$ cat src/rtl/gb_reg_file.sv
// Register bank with two byte read ports, byte/pair writes, pair inc/dec and a one-deep shadow bank.
// Optional macro GB_REGFILE_BYPASS_EN forwards the next-edge committed value to all read ports.
module gb_reg_file #(
  parameter int WID   = 8,
  parameter int DEPTH = 8,
  parameter int AW    = $clog2(DEPTH)
) (
  input  logic             clk,
  input  logic             reset,
  input  logic             clr,
  input  logic             wr_en,
  input  logic [AW-1:0]    wr_addr,
  input  logic [WID-1:0]   wr_data,
  input  logic [1:0]       pair_op,
  input  logic [AW-2:0]    pair_addr,
  input  logic [2*WID-1:0] pair_data,
  input  logic             save,
  input  logic             restore,
  input  logic [AW-1:0]    rd_addr_a,
  input  logic [AW-1:0]    rd_addr_b,
  output logic [WID-1:0]   rd_data_a,
  output logic [WID-1:0]   rd_data_b,
  input  logic [AW-2:0]    pair_rd_addr,
  output logic [2*WID-1:0] pair_rd_data,
  output logic             wrap,
  output logic             shadow_valid
);

  typedef enum logic [1:0] {
    PAIR_NONE = 2'b00,
    PAIR_LOAD = 2'b01,
    PAIR_INC  = 2'b10,
    PAIR_DEC  = 2'b11
  } pair_op_t;

  localparam logic [2*WID-1:0] PAIR_ONE = {{(2*WID-1){1'b0}}, 1'b1};

  logic [WID-1:0]   regs        [DEPTH];
  logic [WID-1:0]   shadow      [DEPTH];
  logic [WID-1:0]   next_regs   [DEPTH];
  logic [WID-1:0]   next_shadow [DEPTH];
  logic [WID-1:0]   view        [DEPTH];
  logic             next_valid;
  logic             next_wrap;
  logic             do_restore;
  logic [AW-1:0]    pair_hi;
  logic [AW-1:0]    pair_lo;
  logic [2*WID-1:0] pair_cur;
  logic [2*WID-1:0] pair_res;

  assign pair_hi    = {pair_addr, 1'b0};
  assign pair_lo    = {pair_addr, 1'b1};
  assign pair_cur   = {regs[pair_hi], regs[pair_lo]};
  // A restore blocked by clr leaves the shadow intact, so a concurrent save still lands.
  assign do_restore = restore & shadow_valid & ~clr;

  // Resolve every update for this edge; the pair result overwrites a colliding byte write.
  always_comb begin
    next_regs   = regs;
    next_shadow = shadow;
    next_valid  = shadow_valid;
    next_wrap   = 1'b0;
    pair_res    = pair_cur;
    if (save && !do_restore) begin
      next_shadow = regs;
      next_valid  = 1'b1;
    end
    if (clr) begin
      for (int i = 0; i < DEPTH; i++) next_regs[i] = '0;
    end else if (do_restore) begin
      next_regs  = shadow;
      next_valid = 1'b0;
    end else begin
      if (wr_en) next_regs[wr_addr] = wr_data;
      case (pair_op_t'(pair_op))
        PAIR_LOAD: pair_res = pair_data;
        PAIR_INC: begin
          pair_res  = pair_cur + PAIR_ONE;
          next_wrap = &pair_cur;
        end
        PAIR_DEC: begin
          pair_res  = pair_cur - PAIR_ONE;
          next_wrap = ~|pair_cur;
        end
        default: pair_res = pair_cur;
      endcase
      if (pair_op != PAIR_NONE) begin
        next_regs[pair_hi] = pair_res[2*WID-1:WID];
        next_regs[pair_lo] = pair_res[WID-1:0];
      end
    end
  end

  always_ff @(posedge clk) begin
    if (reset) begin
      for (int i = 0; i < DEPTH; i++) begin
        regs[i]   <= '0;
        shadow[i] <= '0;
      end
      wrap         <= 1'b0;
      shadow_valid <= 1'b0;
    end else begin
      regs         <= next_regs;
      shadow       <= next_shadow;
      wrap         <= next_wrap;
      shadow_valid <= next_valid;
    end
  end

`ifdef GB_REGFILE_BYPASS_EN
  always_comb view = next_regs;
`else
  always_comb view = regs;
`endif

  assign rd_data_a    = view[rd_addr_a];
  assign rd_data_b    = view[rd_addr_b];
  assign pair_rd_data = {view[{pair_rd_addr, 1'b0}], view[{pair_rd_addr, 1'b1}]};

endmodule

$ cat config.mk
export PLATFORM = sky130hd
export DESIGN_NAME = gb_reg_file
export DESIGN_NICKNAME = d
export VERILOG_FILES = /design/src/rtl/gb_reg_file.sv
export SDC_FILE = /design/constraint.sdc
export NUM_CORES = 1
export LEC_CHECK = 0
export CELL_PAD_IN_SITES_DETAIL_PLACEMENT = 1
export CELL_PAD_IN_SITES_GLOBAL_PLACEMENT = 1
export CORE_MARGIN = 2
export CORE_UTILIZATION = 46
export CTS_BUF_LIST = sky130_fd_sc_hd__clkbuf_2 sky130_fd_sc_hd__clkbuf_4 sky130_fd_sc_hd__clkbuf_8
export DETAILED_ROUTE_END_ITERATION = 8
export PLACE_DENSITY = 0.89
export SLEW_MARGIN = 20
export SYNTH_ARGS = -nofsm -noshare
export SYNTH_HDL_FRONTEND = slang
export SYNTH_SLANG_ARGS = --single-unit
$ cat constraint.sdc
create_clock -name clk -period 4.2 [get_ports clk]
set_input_delay 0.84 -clock clk [delete_from_list [all_inputs] [get_ports clk]]
set_output_delay 0.84 -clock clk [all_outputs]
set_load 0.02 [all_outputs]
== Yosys cells after proc, flatten, opt, wreduce, memory -nomap -nowiden ==
Index checks and enable logic that the tools add are counted.

* Register bits after elaboration: 130
* Memories: 0
* Logic and storage cells: 93
* Bits in writable memories: 0
* Latch bits: 0
* Bits in read-only memories: 0

* Equal/unequal tests: 3
* Reduce and logical (&&, ||, !) cells: 11
* Add/sub/neg operators: 2
* Magnitude comparators: 10
* Div/mod/pow operators: 0
* Shift operators: 0
* $mul: 0
* Bitwise operators: 10
* Multiplexer cells: 39

{| class="wikitable"
|+ Operator list
! operator !! count
|-
| 2-to-1 mux 64 bit || 5
|-
| bitwise mux 64 bit || 3
|-
| binary-select mux 8 bit (select 3 bit) || 6
|-
| 2-to-1 mux 8 bit || 15
|-
| demux 8 bit (select 3 bit) || 3
|-
| case mux 16 bit (3 select lines) || 1
|-
| 2-to-1 mux 16 bit || 2
|-
| greater-or-equal comparator 4 bit (second input constant) || 7
|-
| NOT 3 -> 4 bit || 7
|-
| adder 16 x 1 -> 16 bit (second input constant) || 1
|-
| AND reduction 16 bit || 1
|-
| OR reduction 16 bit || 1
|-
| subtractor 16 x 1 -> 16 bit (second input constant) || 1
|-
| less-than comparator 4 x 1 -> 1 bit (second input constant) || 3
|-
| equality test 2 bit (second input constant) || 2
|-
| logical AND 1 bit || 4
|-
| 2-to-1 mux 1 bit || 3
|-
| OR reduction 3 bit || 1
|-
| AND 1 bit || 2
|-
| equality test 2 x 1 -> 1 bit (second input constant) || 1
|-
| zero test 1 bit || 2
|-
| case mux 1 bit (2 select lines) || 1
|-
| nonzero test 2 bit || 1
|-
| OR reduction 2 bit || 1
|-
| NOT 1 bit || 1
|}

== Depth between registers and ports, before layout ==
Gate-level depths: netlist (run 1).

* Depth after elaboration: 13
* Depth in mapped cells: 12
* Mapped depth without buffers: 10

== Worst setup path before layout (run 1) ==
Ideal clock, no wire load.

* Path kind: input to register
* From: input pair_addr[0]
* To: register regs[58] in the netlist's numbering
* Buffers on the path: 3
* Library setup time: 132 ps
* Path slack: 471 ps
* Stages: 12
* Data arrival time: 3596 ps
* Data required time: 4068 ps
* Cell sequence: buf_6 buf_2 buf_2 mux4_2 ha_1 nand2b_1 a21oi_1 or2_2 a221oi_1 mux2_2 nand2_1 a21oi_1

* Word-level cells in the longest chain between the ends: 12
* Elaborated cells on any way between the ends: 27
* Classes of those cells: 2 x add/sub; 4 x order compare; 17 x mux; 2 x bitwise; 2 x reduce/logical

{| class="wikitable"
|+ RTL lines
! what !! line !! text
|-
| start: declaration || 15 || <nowiki>input logic [AW-2:0] pair_addr,</nowiki>
|-
| NOT 3 -> 4 bit, on equally long branches || 53, 89, 88 ||
|-
| binary-select mux 8 bit (select 3 bit) || 53 || <nowiki>assign pair_cur = {regs[pair_hi], regs[pair_lo]};</nowiki>
|-
| 2-to-1 mux 8 bit (not written as such) (2 in series) || 53 ||
|-
| subtractor 16 x 1 -> 16 bit or adder 16 x 1 -> 16 bit (tied branches) || 82, 78 ||
|-
| case mux 16 bit (3 select lines) || 75 || <nowiki>case (pair_op_t'(pair_op))</nowiki>
|-
| 2-to-1 mux 16 bit || 70 || <nowiki>end else if (do_restore) begin</nowiki>
|-
| 2-to-1 mux 16 bit || 68 || <nowiki>if (clr) begin</nowiki>
|-
| bitwise mux 64 bit || 88 || <nowiki>next_regs[pair_hi] = pair_res[2*WID-1:WID];</nowiki>
|-
| bitwise mux 64 bit (*) || 89 || <nowiki>next_regs[pair_lo] = pair_res[WID-1:0];</nowiki>
|-
| 2-to-1 mux 64 bit (*) || 87 || <nowiki>if (pair_op != PAIR_NONE) begin</nowiki>
|-
| 2-to-1 mux 64 bit (*) || 70 ||
|-
| end signal: assignment || 103 || <nowiki>regs <= next_regs;</nowiki>
|-
| end: declaration || 38 || <nowiki>logic [WID-1:0] regs [DEPTH];</nowiki>
|}

Every way passes the cells marked *; elsewhere a longest branch is shown, timed or not. The select of a mux whose other input is x is not followed.
A chain may end at the register's enable or synchronous reset.

== Worst setup path after layout (run 1) ==
* From: input rd_addr_b[0]
* To: output rd_data_b[2]

* Word-level cells in the longest chain between the ends: 4

{| class="wikitable"
|+ RTL lines
! what !! line !! text
|-
| start: declaration || 20 || <nowiki>input logic [AW-1:0] rd_addr_b,</nowiki>
|-
| NOT 3 -> 4 bit (not written as such) || 117 || <nowiki>assign rd_data_b = view[rd_addr_b];</nowiki>
|-
| binary-select mux 8 bit (select 3 bit) || 117 ||
|-
| 2-to-1 mux 8 bit (not written as such) (2 in series) || 117 ||
|-
| end: declaration || 22 || <nowiki>output logic [WID-1:0] rd_data_b,</nowiki>
|}

No other way between the ends. The select of a mux whose other input is x is not followed.

==> results.json, run 1 <==
{
  "ys_top_cells_by_area": "dfxtp_1 (30%), mux4_2 (16%), nand2_1 (8.6%)",
  "slew_viol_final": 0,
  "synth-main-ff-cell": "dfxtp_1",
  "fin_crit_sh": 0.9187,
  "synth_fp_nets": 1035,
  "arrival_ns": 3.02,
  "grt_pass1_wl_um": 59540,
  "post-route-drc-count": 0,
  "required_ns": 3.36,
  "pre_cts_slack_ns": -0.2533,
  "ys_ff_latch": 130,
  "drive_gt1_frac": 0.1883,
  "rr_endpoint": "regs[62]$_SDFF_PP0_",
  "cts_buffers": 17,
  "via_count": 9628,
  "vias_per_cell": 7.395,
  "synth-async-reset-ratio": 0,
  "die_area_mm2": 0.01970,
  "period_needed_ns": 3.859,
  "final_hold_viol_count": 0,
  "yosys_warnings": 0,
  "rsz0062_at_grt": "false",
  "max_cap_viol_count": 0,
  "fill_cells": 2090,
  "max_slew_margin": 0.3296,
  "synth_largest_area_cell": "dfxtp_1",
  "r2r_setup_slack_ns": 0.92,
  "dp_cells": 1271,
  "cts_buffer_depth": 2,
  "synth-edff-count": 0,
  "antenna_found_initial": 0,
  "finalSetupViolations": 0,
  "clk_root_buffer_cell": "clkbuf_8",
  "drt_wl_total_um": 39270,
  "drt_iter0_markers": 1400,
  "crit_type": "in -> out",
  "area_growth_pct": 21.05,
  "final_util": 0.5725,
  "cp-startpoint": "rd_addr_b[0]",
  "cts.clk_slew.worst_paths_ns": 0.07,
  "worst_slew_pin_slew_ns": 0.9950,
  "ff2ff_path_depth": 10,
  "post-dp-hpwl_um": 25890,
  "gp_congestion": 0.9661,
  "fin_skew_ns": 0.01514,
  "wire_per_inst_um": 30.16,
  "p_leak_nw": 3.900,
  "antenna_cells": 0,
  "cts_hold_buf": 0,
  "die_h_um": 140.4,
  "layout.cells.non_filler": 1302,
  "pin_count": 79,
  "die-width_um": 140.4,
  "synth_area_mm2": 0.008554,
  "start_kind": "primary input",
  "fp.coreArea_mm2": 0.01809,
  "path_max_fanout": 16,
  "endpoint_kind": "primary output",
  "peakVddDrop_uv": 208.9,
  "dr.pass1.iters": 6,
  "cts_tree": "built",
  "postCtsSetupRepairBufs": 0,
  "crit_end": "rd_data_b[2]",
  "worstReg2RegStart": "regs[36]$_SDFF_PP0_",
  "portBuffers": 78,
  "gr-total-overflow": 0,
  "synth_cell_types": 56,
  "hold_class": "reg -> reg",
  "start_util": 0.4730,
  "cts_sinks": 130,
  "grt_max_degree": 65,
  "finalNetCount": 1121,
  "synth_top_area_share": 0.3042,
  "outcome": "complete, no violations",
  "core.rowCount": 49,
  "htreeDepth": 4,
  "syn_inst": 975,
  "avgSynthCellArea_um2": 8.774,
  "power_density_mw_per_mm2": 299.2,
  "grt_pass1_vias": 9754,
  "ant_nets": 0,
  "grt_use_total": 0.4017,
  "clkLatencyLatePin_ns": 0.48,
  "fmax_mhz": 259.2,
  "setup_ws_ns": 0.3414,
  "yosysSeqAreaShare": 0.3042
}
==> through the flow <==
stage                     total power, mW  area [um2]  hold slack [ns]  setup TNS [ns]
after floorplan                     1.659        8554           0.4154               0
after global placement              1.902        9942           0.4339         -0.2143
after detailed placement            1.931        9942           0.4422          -3.090
after CTS                           3.064       10350           0.4569               0
after global routing                3.172       10350           0.4743               0
final                               3.098       10350           0.4500               0
==> cells in the mapped netlist (3+ instances only) <==
master / n
nand2_1: 196
dfxtp_1: 130
a21oi_1: 117
mux2i_1: 66
clkbuf_1: 64
mux4_2: 61
nand3_1: 41
nor2_1: 33
o21ai_0: 28
mux2_2: 19
buf_1: 18
o221ai_1: 16
nor3_1: 15
ha_1: 14
o211ai_1: 13
nand2b_1: 11
a211oi_1: 10
a21o_1: 10
o22ai_1: 10
a221oi_1: 9
a22o_1: 8
inv_1: 8
a31oi_1: 7
nand4_1: 6
and2_1: 5
nor4_1: 5
xnor2_1: 5
nor3b_1: 4
o21ai_1: 4
a32o_1: 3
mux4_1: 3
or2_2: 3
==> power by group <==
group          switching (mW)  leakage (nW)  internal, mW  total (mW)
clock network           0.551         0.207         0.600        1.15
registers              0.0478          1.05          1.26        1.31
logic                   0.387          2.64         0.254       0.640
==> area by class of cell <==
cell class / count / area (um2) / area share
clock inverter: 12 / 160.2 / 0.01547
tap: 229 / 286.5 / 0.02767
timing repair buffer: 152 / 1409 / 0.1361
sequential: 130 / 2603 / 0.2513
inverter: 8 / 30.03 / 0.002900
multi-input combinational: 752 / 5618 / 0.5425
clock buffer: 19 / 249.0 / 0.02405
==> timing repair <==
item,CTS,global route
endpoints found under the setup margin,0,8
gates resized for setup,0,2
hold endpoints to repair,0,0
==> placed cells by master, fill, tap and decap left out, types with 10 or more instances in the layout <==
master	n
a21o_1	10
nor3_1	15
clkbuf_8	17
nand3_1	41
mux2_2	19
clkdlybuf4s50_1	76
ha_1	14
a211oi_1	10
o221ai_1	16
mux4_2	61
mux2i_1	66
nand2_1	195
o22ai_1	10
o21ai_0	28
nor2_1	31
buf_4	68
dfxtp_1	130
a21oi_1	117
nand2b_1	11
o211ai_1	13
==> worst max-delay path, cell delays in order <==
cell and delay, ns:
clkdlybuf4s50_1 0.50, buf_12 0.20, mux4_2 0.53, mux2_2 0.36, clkdlybuf4s50_1 0.57
==> worst min path at each step <==
stage	from	cells after the start	end
floorplan	shadow[12]$_SDFFE_PP0P_	2	regs[12]$_SDFF_PP0_
global placement	shadow[12]$_SDFFE_PP0P_	2	regs[12]$_SDFF_PP0_
detailed placement	shadow[28]$_SDFFE_PP0P_	2	regs[28]$_SDFF_PP0_
CTS	shadow[11]$_SDFFE_PP0P_	2	shadow[11]$_SDFFE_PP0P_
global route	shadow[44]$_SDFFE_PP0P_	2	regs[44]$_SDFF_PP0_
finish	shadow[60]$_SDFFE_PP0P_	2	regs[60]$_SDFF_PP0_
==> routing by layer <==
| layer | share of wire | GRT usage |
|---|---|---|
| met1 | 0.35 | 0.4873 |
| met2 | 0.44 | 0.6146 |
| met3 | 0.13 | 0.1374 |
| met4 | 0.077 | 0.2499 |
| met5 | 0 | 0 |
==> sequential cells by signal, indices dropped and copies added (netlist names) <==
name and count:
regs 64, wrap 1, shadow_valid 1, shadow 64
==> logic make-up after synthesis <==
kind of cell / Yosys count / share of synthesized area
and+or+nand+nor: 332 / 0.1713
AOI/OAI and AO/OA: 249 / 0.1805
muxes: 149 / 0.2721
DFF: 130 / 0.3042
buffers and inverters: 93 / 0.04198
adders and majority gates: 15 / 0.02282
xor gates and xnor gates: 7 / 0.007167
(Power assumes the default switching activity.)
==> run 2, diff against run 1 <==
--- a/config.mk
+++ b/config.mk
@@ -7,11 +7,12 @@
 export LEC_CHECK = 0
 export CELL_PAD_IN_SITES_DETAIL_PLACEMENT = 1
 export CELL_PAD_IN_SITES_GLOBAL_PLACEMENT = 1
+export CORE_ASPECT_RATIO = 1.5
 export CORE_MARGIN = 2
-export CORE_UTILIZATION = 46
+export CORE_UTILIZATION = 45
 export CTS_BUF_LIST = sky130_fd_sc_hd__clkbuf_2 sky130_fd_sc_hd__clkbuf_4 sky130_fd_sc_hd__clkbuf_8
 export DETAILED_ROUTE_END_ITERATION = 8
-export PLACE_DENSITY = 0.89
+export PLACE_DENSITY = 0.87
 export SLEW_MARGIN = 20
 export SYNTH_ARGS = -nofsm -noshare
 export SYNTH_HDL_FRONTEND = slang
==> run 2 against run 1 <==
Against the previous run:
- final cell count is 1.0% higher
- maximum frequency is 5.4% lower
- clock skew is 0.0010 ns higher
- wire length is 7.4% lower
- critical path type is now in -> reg
- largest cell class unchanged
==> results.json, run 2 (same netlist as run 1, synthesis figures left out) <==
{
  "outcome": "complete, no violations",
  "wire_per_inst_um": 27.65,
  "via_count": 8999,
  "drive_gt1_frac": 0.1806,
  "endpoint_kind": "flop",
  "clk_root_buffer_cell": "clkbuf_8",
  "area_growth_pct": 20.15,
  "cts_sinks": 130,
  "crit_type": "in -> reg",
  "grt_pass1_vias": 9423,
  "whs_ns": 0.4444,
  "hold_class": "reg -> reg",
  "cts.clk_slew.worst_paths_ns": 0.08,
  "finalNetCount": 1111,
  "pin_count": 79,
  "p_leak_nw": 3.834,
  "period_needed_ns": 4.078,
  "die-width_um": 116.6,
  "cts_resized": 0,
  "final_cell_mix": "nand2_1 (195), dfxtp_1 (130), a21oi_1 (117)",
  "fmax_mhz": 245.2,
  "cts_hold_buf": 0,
  "fin_crit_sh": 0.9708,
  "post-route-drc-count": 0,
  "antenna_cells": 0,
  "slew_viol_final": 0,
  "max_slew_margin": 0.3670,
  "start_kind": "primary input",
  "dp_cells": 1284,
  "seqPwrFrac": 0.432,
  "gp_congestion": 1.005,
  "p_switching_mw": 0.9276,
  "reg_top3": "regs (64), shadow (64)",
  "max_cap_viol_count": 0,
  "vias_per_cell": 6.843,
  "grt_pass1_wl_um": 55320,
  "post-dp-hpwl_um": 24970,
  "cts_buffers": 17,
  "ant_nets": 0,
  "die_h_um": 172.9,
  "portBuffers": 78,
  "clockPowerShare": 0.366,
  "fp.coreArea_mm2": 0.01862,
  "antenna_found_initial": 0,
  "finalSetupViolations": 0,
  "gr-total-overflow": 0,
  "grt_use_total": 0.3683,
  "start_util": 0.4594,
  "switching_share": 0.3075,
  "grt_max_degree": 67,
  "required_ns": 4.51,
  "intPower_mw": 2.089,
  "layout.cells.non_filler": 1315,
  "dr.pass1.iters": 5,
  "postCtsSetupRepairBufs": 0,
  "final_hold_viol_count": 0,
  "fill_cells": 2201,
  "arrival_ns": 4.39,
  "worst_slew_pin_slew_ns": 0.9431,
  "rsz0062_at_grt": "false",
  "clkLatencyLatePin_ns": 0.47,
  "cts_tree": "built",
  "cts_buffer_depth": 2,
  "power_density_mw_per_mm2": 293.5,
  "path_max_fanout": 15,
  "peakVddDrop_uv": 154.8,
  "drt_iter0_markers": 1118,
  "mostFrequentLayoutCell": "nand2_1",
  "p_comb_frac": 0.202,
  "r2r_setup_slack_ns": 0.93,
  "htreeDepth": 4,
  "drt_wl_total_um": 36360,
  "core.rowCount": 61,
  "fin_skew_ns": 0.01617,
  "die_area_mm2": 0.02015
}
-- run 2: layout make-up --
type	instances	area (um2)	area share
Timing Repair Buffer	142	1319	0.1283
Clock buffer	22	290.3	0.02824
Clock inverter	9	105.1	0.01023
Inverter	8	30.03	0.002921
Multi-Input combinational cell	752	5617	0.5464
Sequential cell	130	2603	0.2532
Tap cell	252	315.3	0.03068
-- run 2: path summary, 6_finish.rpt --
check                                      endpoint  cells past startpoint                    start
worst min register to register  regs[12]$_SDFF_PP0_                      2  shadow[12]$_SDFFE_PP0P_
worst max-delay path            regs[31]$_SDFF_PP0_                     12             pair_addr[0]
worst min-delay path            regs[12]$_SDFF_PP0_                      2  shadow[12]$_SDFFE_PP0P_
worst max register to register  regs[31]$_SDFF_PP0_                     10      regs[25]$_SDFF_PP0_
-- run 2: layer usage --
metal  GRT usage  wire (um)
met5           0          0
met2      0.5799      17220
met1      0.4457      12860
met4      0.2525       2918
met3     0.07431       3365
-- run 2: critical path: stages --
cell and delay, ns:
clkdlybuf4s50_1 0.60, buf_12 0.21, mux4_2 0.55, ha_1 0.40, nand2_1 0.13, nor2_1 0.33
nand4_1 0.20, a21oi_1 0.50, nor3_1 0.11, o211ai_1 0.25, buf_4 0.18, o22ai_1 0.08
-- run 2: through the flow --
| step | setup WS (ns) | total power [mW] | TNS (ns) | cell area, um2 | utilization |
|---|---|---|---|---|---|
| 2_1_floorplan | 0.4713 | 1.659 | 0 | 8554 | - |
| 3_3_place_gp | -0.07005 | 1.900 | -0.2210 | 9883 | 0.5307 |
| 3_5_place_dp | -0.2107 | 1.919 | -1.226 | 9883 | 0.5307 |
| 4_1_cts | 0.2670 | 3.013 | 0 | 10280 | 0.5519 |
| 5_1_grt | 0.06279 | 3.116 | 0 | 10280 | 0.5519 |
| 6_report | 0.1225 | 3.017 | 0 | 10280 | 0.5519 |
-- run 2: power by group through the flow --
stage	Sequential [mW]	Clock (mW)	Combinational (mW)
final	1.30	1.10	0.610
after global routing	1.30	1.17	0.641
after CTS	1.30	1.12	0.597
after detailed placement	1.33	0	0.591
after global placement	1.33	0	0.574
after floorplan	1.31	0	0.350
==> run 3, diff against run 2 <==
--- a/config.mk
+++ b/config.mk
@@ -5,14 +5,15 @@
 export SDC_FILE = /design/constraint.sdc
 export NUM_CORES = 1
 export LEC_CHECK = 0
+export ABC_AREA = 1
 export CELL_PAD_IN_SITES_DETAIL_PLACEMENT = 1
 export CELL_PAD_IN_SITES_GLOBAL_PLACEMENT = 1
 export CORE_ASPECT_RATIO = 1.5
-export CORE_MARGIN = 2
-export CORE_UTILIZATION = 45
+export CORE_MARGIN = 1
+export CORE_UTILIZATION = 43
 export CTS_BUF_LIST = sky130_fd_sc_hd__clkbuf_2 sky130_fd_sc_hd__clkbuf_4 sky130_fd_sc_hd__clkbuf_8
 export DETAILED_ROUTE_END_ITERATION = 8
-export PLACE_DENSITY = 0.87
+export PLACE_DENSITY = 0.89
 export SLEW_MARGIN = 20
 export SYNTH_ARGS = -nofsm -noshare
 export SYNTH_HDL_FRONTEND = slang
==> run 3 against run 2 <==
Against the previous run:
- worst setup slack improved by 0.22 ns
- critical endpoint is now rd_data_b[6]
- clock skew fell by 0.0079 ns
- count of clock-buffer cells in the layout fell by 5
- largest cell class unchanged
==> results.json, run 3 <==
{
  "drt_wl_total_um": 43030,
  "antenna_cells": 0,
  "fin_skew_ns": 0.008264,
  "max_slew_margin": 0.3516,
  "synth-async-reset-ratio": 0,
  "arrival_ns": 3.02,
  "grt_util_met3": 0.08824,
  "die_h_um": 178.5,
  "endpoint_kind": "primary output",
  "clockPowerShare": 0.314,
  "die_area_mm2": 0.02136,
  "seqPwrFrac": 0.426,
  "worst_slew_pin_slew_ns": 0.9715,
  "cts_hold_buf": 0,
  "die-width_um": 119.7,
  "reg_top3": "regs (64), shadow (64)",
  "yosysSeqAreaShare": 0.2915,
  "clk_root_buffer_cell": "clkbuf_8",
  "peakVddDrop_uv": 201.4,
  "grt_pass1_vias": 11160,
  "syn_inst": 1399,
  "start_util": 0.4390,
  "gp_congestion": 0.9904,
  "vias_per_cell": 6.499,
  "switching_share": 0.3744,
  "dr.pass1.iters": 5,
  "synth_cell_types": 44,
  "cts_tree": "built",
  "portBuffers": 78,
  "power_density_mw_per_mm2": 303.7,
  "via_count": 11260,
  "synth_top_cells_by_count": "nand2_1 (238), a21oi_1 (208), o21ai_0 (160)",
  "synth_area_mm2": 0.008929,
  "rsz0062_at_grt": "false",
  "setup_ws_ns": 0.3433,
  "outcome": "complete, no violations",
  "postLayoutCellArea_mm2": 0.01040,
  "period_needed_ns": 3.857,
  "fin_crit_sh": 0.9183,
  "grt_pass1_wl_um": 64690,
  "busiest_layer": "met2",
  "fill_cells": 2780,
  "avgSynthCellArea_um2": 6.382,
  "fmax_mhz": 259.3,
  "post-route-drc-count": 0,
  "synth_fp_nets": 1459,
  "ys_ff_latch": 130,
  "path_max_fanout": 22,
  "grt_use_total": 0.4072,
  "fin_setup_tns_ns": 0,
  "fp.coreArea_mm2": 0.02034,
  "use_met2": 0.6705,
  "max_cap_viol_count": 0,
  "grt_use_met1": 0.4538,
  "post-dp-hpwl_um": 30780,
  "area_growth_pct": 16.45,
  "required_ns": 3.36,
  "finalNetCount": 1516,
  "slew_viol_final": 0,
  "gr-total-overflow": 0,
  "pin_count": 79,
  "cts_sinks": 130,
  "core.rowCount": 64,
  "hold_class": "reg -> reg",
  "yosysMostFrequentCell": "nand2_1",
  "clkLatencyLatePin_ns": 0.49,
  "start_kind": "primary input",
  "synth-main-ff-cell": "dfxtp_1",
  "final_cell_mix": "nand2_1 (238), a21oi_1 (208), o21ai_0 (160)",
  "crit_type": "in -> out",
  "p_comb_frac": 0.260,
  "htreeDepth": 4,
  "yosys_warnings": 0,
  "cts.clk_slew.worst_paths_ns": 0.08,
  "ant_nets": 0,
  "synth_largest_area_cell": "dfxtp_1",
  "placed_area_mm2": 0.01005,
  "ys_top_cells_by_area": "dfxtp_1 (29%), a21oi_1 (12%), nand2_1 (10%)",
  "drt_iter0_markers": 1117,
  "wire_per_inst_um": 24.83,
  "cts_resized": 0,
  "intPower_mw": 1.975,
  "drive_gt1_frac": 0.09054,
  "postCtsSetupRepairBufs": 0,
  "p_leak_nw": 3.971,
  "final_hold_viol_count": 0,
  "synth_top_area_share": 0.2915,
  "p_switching_mw": 1.182,
  "whs_ns": 0.4698,
  "synth-edff-count": 0,
  "finalSetupViolations": 0,
  "antenna_found_initial": 0,
  "pre_cts_slack_ns": 0.04576,
  "mostFrequentLayoutCell": "nand2_1",
  "cts_buffer_depth": 2,
  "grt_max_degree": 72,
  "cts_buffers": 17
}
[run 3: path summary, 6_finish.rpt]
check	end	from	depth (start not counted)	slack [ns]
setup / recovery	rd_data_b[6]	rd_addr_b[1]	5	0.34
hold / removal	shadow[32]$_SDFFE_PP0P_	shadow[32]$_SDFFE_PP0P_	2	0.47
setup reg to reg	regs[42]$_SDFF_PP0_	regs[0]$_SDFF_PP0_	21	1.11
hold reg to reg	shadow[32]$_SDFFE_PP0P_	shadow[32]$_SDFFE_PP0P_	2	0.47
[run 3: cell type report]
class                      instances  area (um2)  area share
inverter                         150       564.3     0.05427
clock buffer                      17       234.0     0.02250
multi-input combinational       1034        5404      0.5197
sequential                       130        2603      0.2503
clock inverter                    15       111.4     0.01071
tap                              264       330.3     0.03177
timing repair buffer             123        1151      0.1107
[run 3: worst max-delay path, stage by stage]
cell,delay [ns]
clkdlybuf4s50_1,0.44
inv_1,0.55
a221oi_1,0.22
a31oi_1,0.29
clkdlybuf4s50_1,0.66
[run 3: stage by stage]
step | std cells | utilization | power (mW)
6_report | 1733 | 0.5112 | 3.157
5_1_grt | 1733 | 0.5112 | 3.262
4_1_cts | 1733 | 0.5112 | 3.129
3_5_place_dp | 1701 | 0.4942 | 2.163
3_3_place_gp | 1701 | 0.4942 | 2.139
2_1_floorplan | 1399 | - | 1.827
[run 3: routing by layer]
layer  wire length [um]  share of wire
met5                  0              0
met2              19960           0.46
met1              15580           0.36
met3               4011          0.093
met4               3476          0.081
[run 3: power groups by stage]
stage	Sequential, mW	Combinational, mW	Clock [mW]
final	1.34	0.822	0.991
after global routing	1.35	0.877	1.04
after CTS	1.34	0.801	0.988
after detailed placement	1.37	0.795	0
after global placement	1.36	0.774	0
after floorplan	1.35	0.479	0
[run 3: cell families (layout without fill, tap and decap cells)]
group,after synthesis,in the layout,share of synthesized area
AO/OA/AOI/OAI,539,539,0.3555
AND/OR/NAND/NOR,479,479,0.2255
buffers and inverters,235,305,0.1038
flip-flops,130,130,0.2915
adder cells (fa/ha/maj),15,15,0.02186
XOR/XNOR,1,1,0.001822
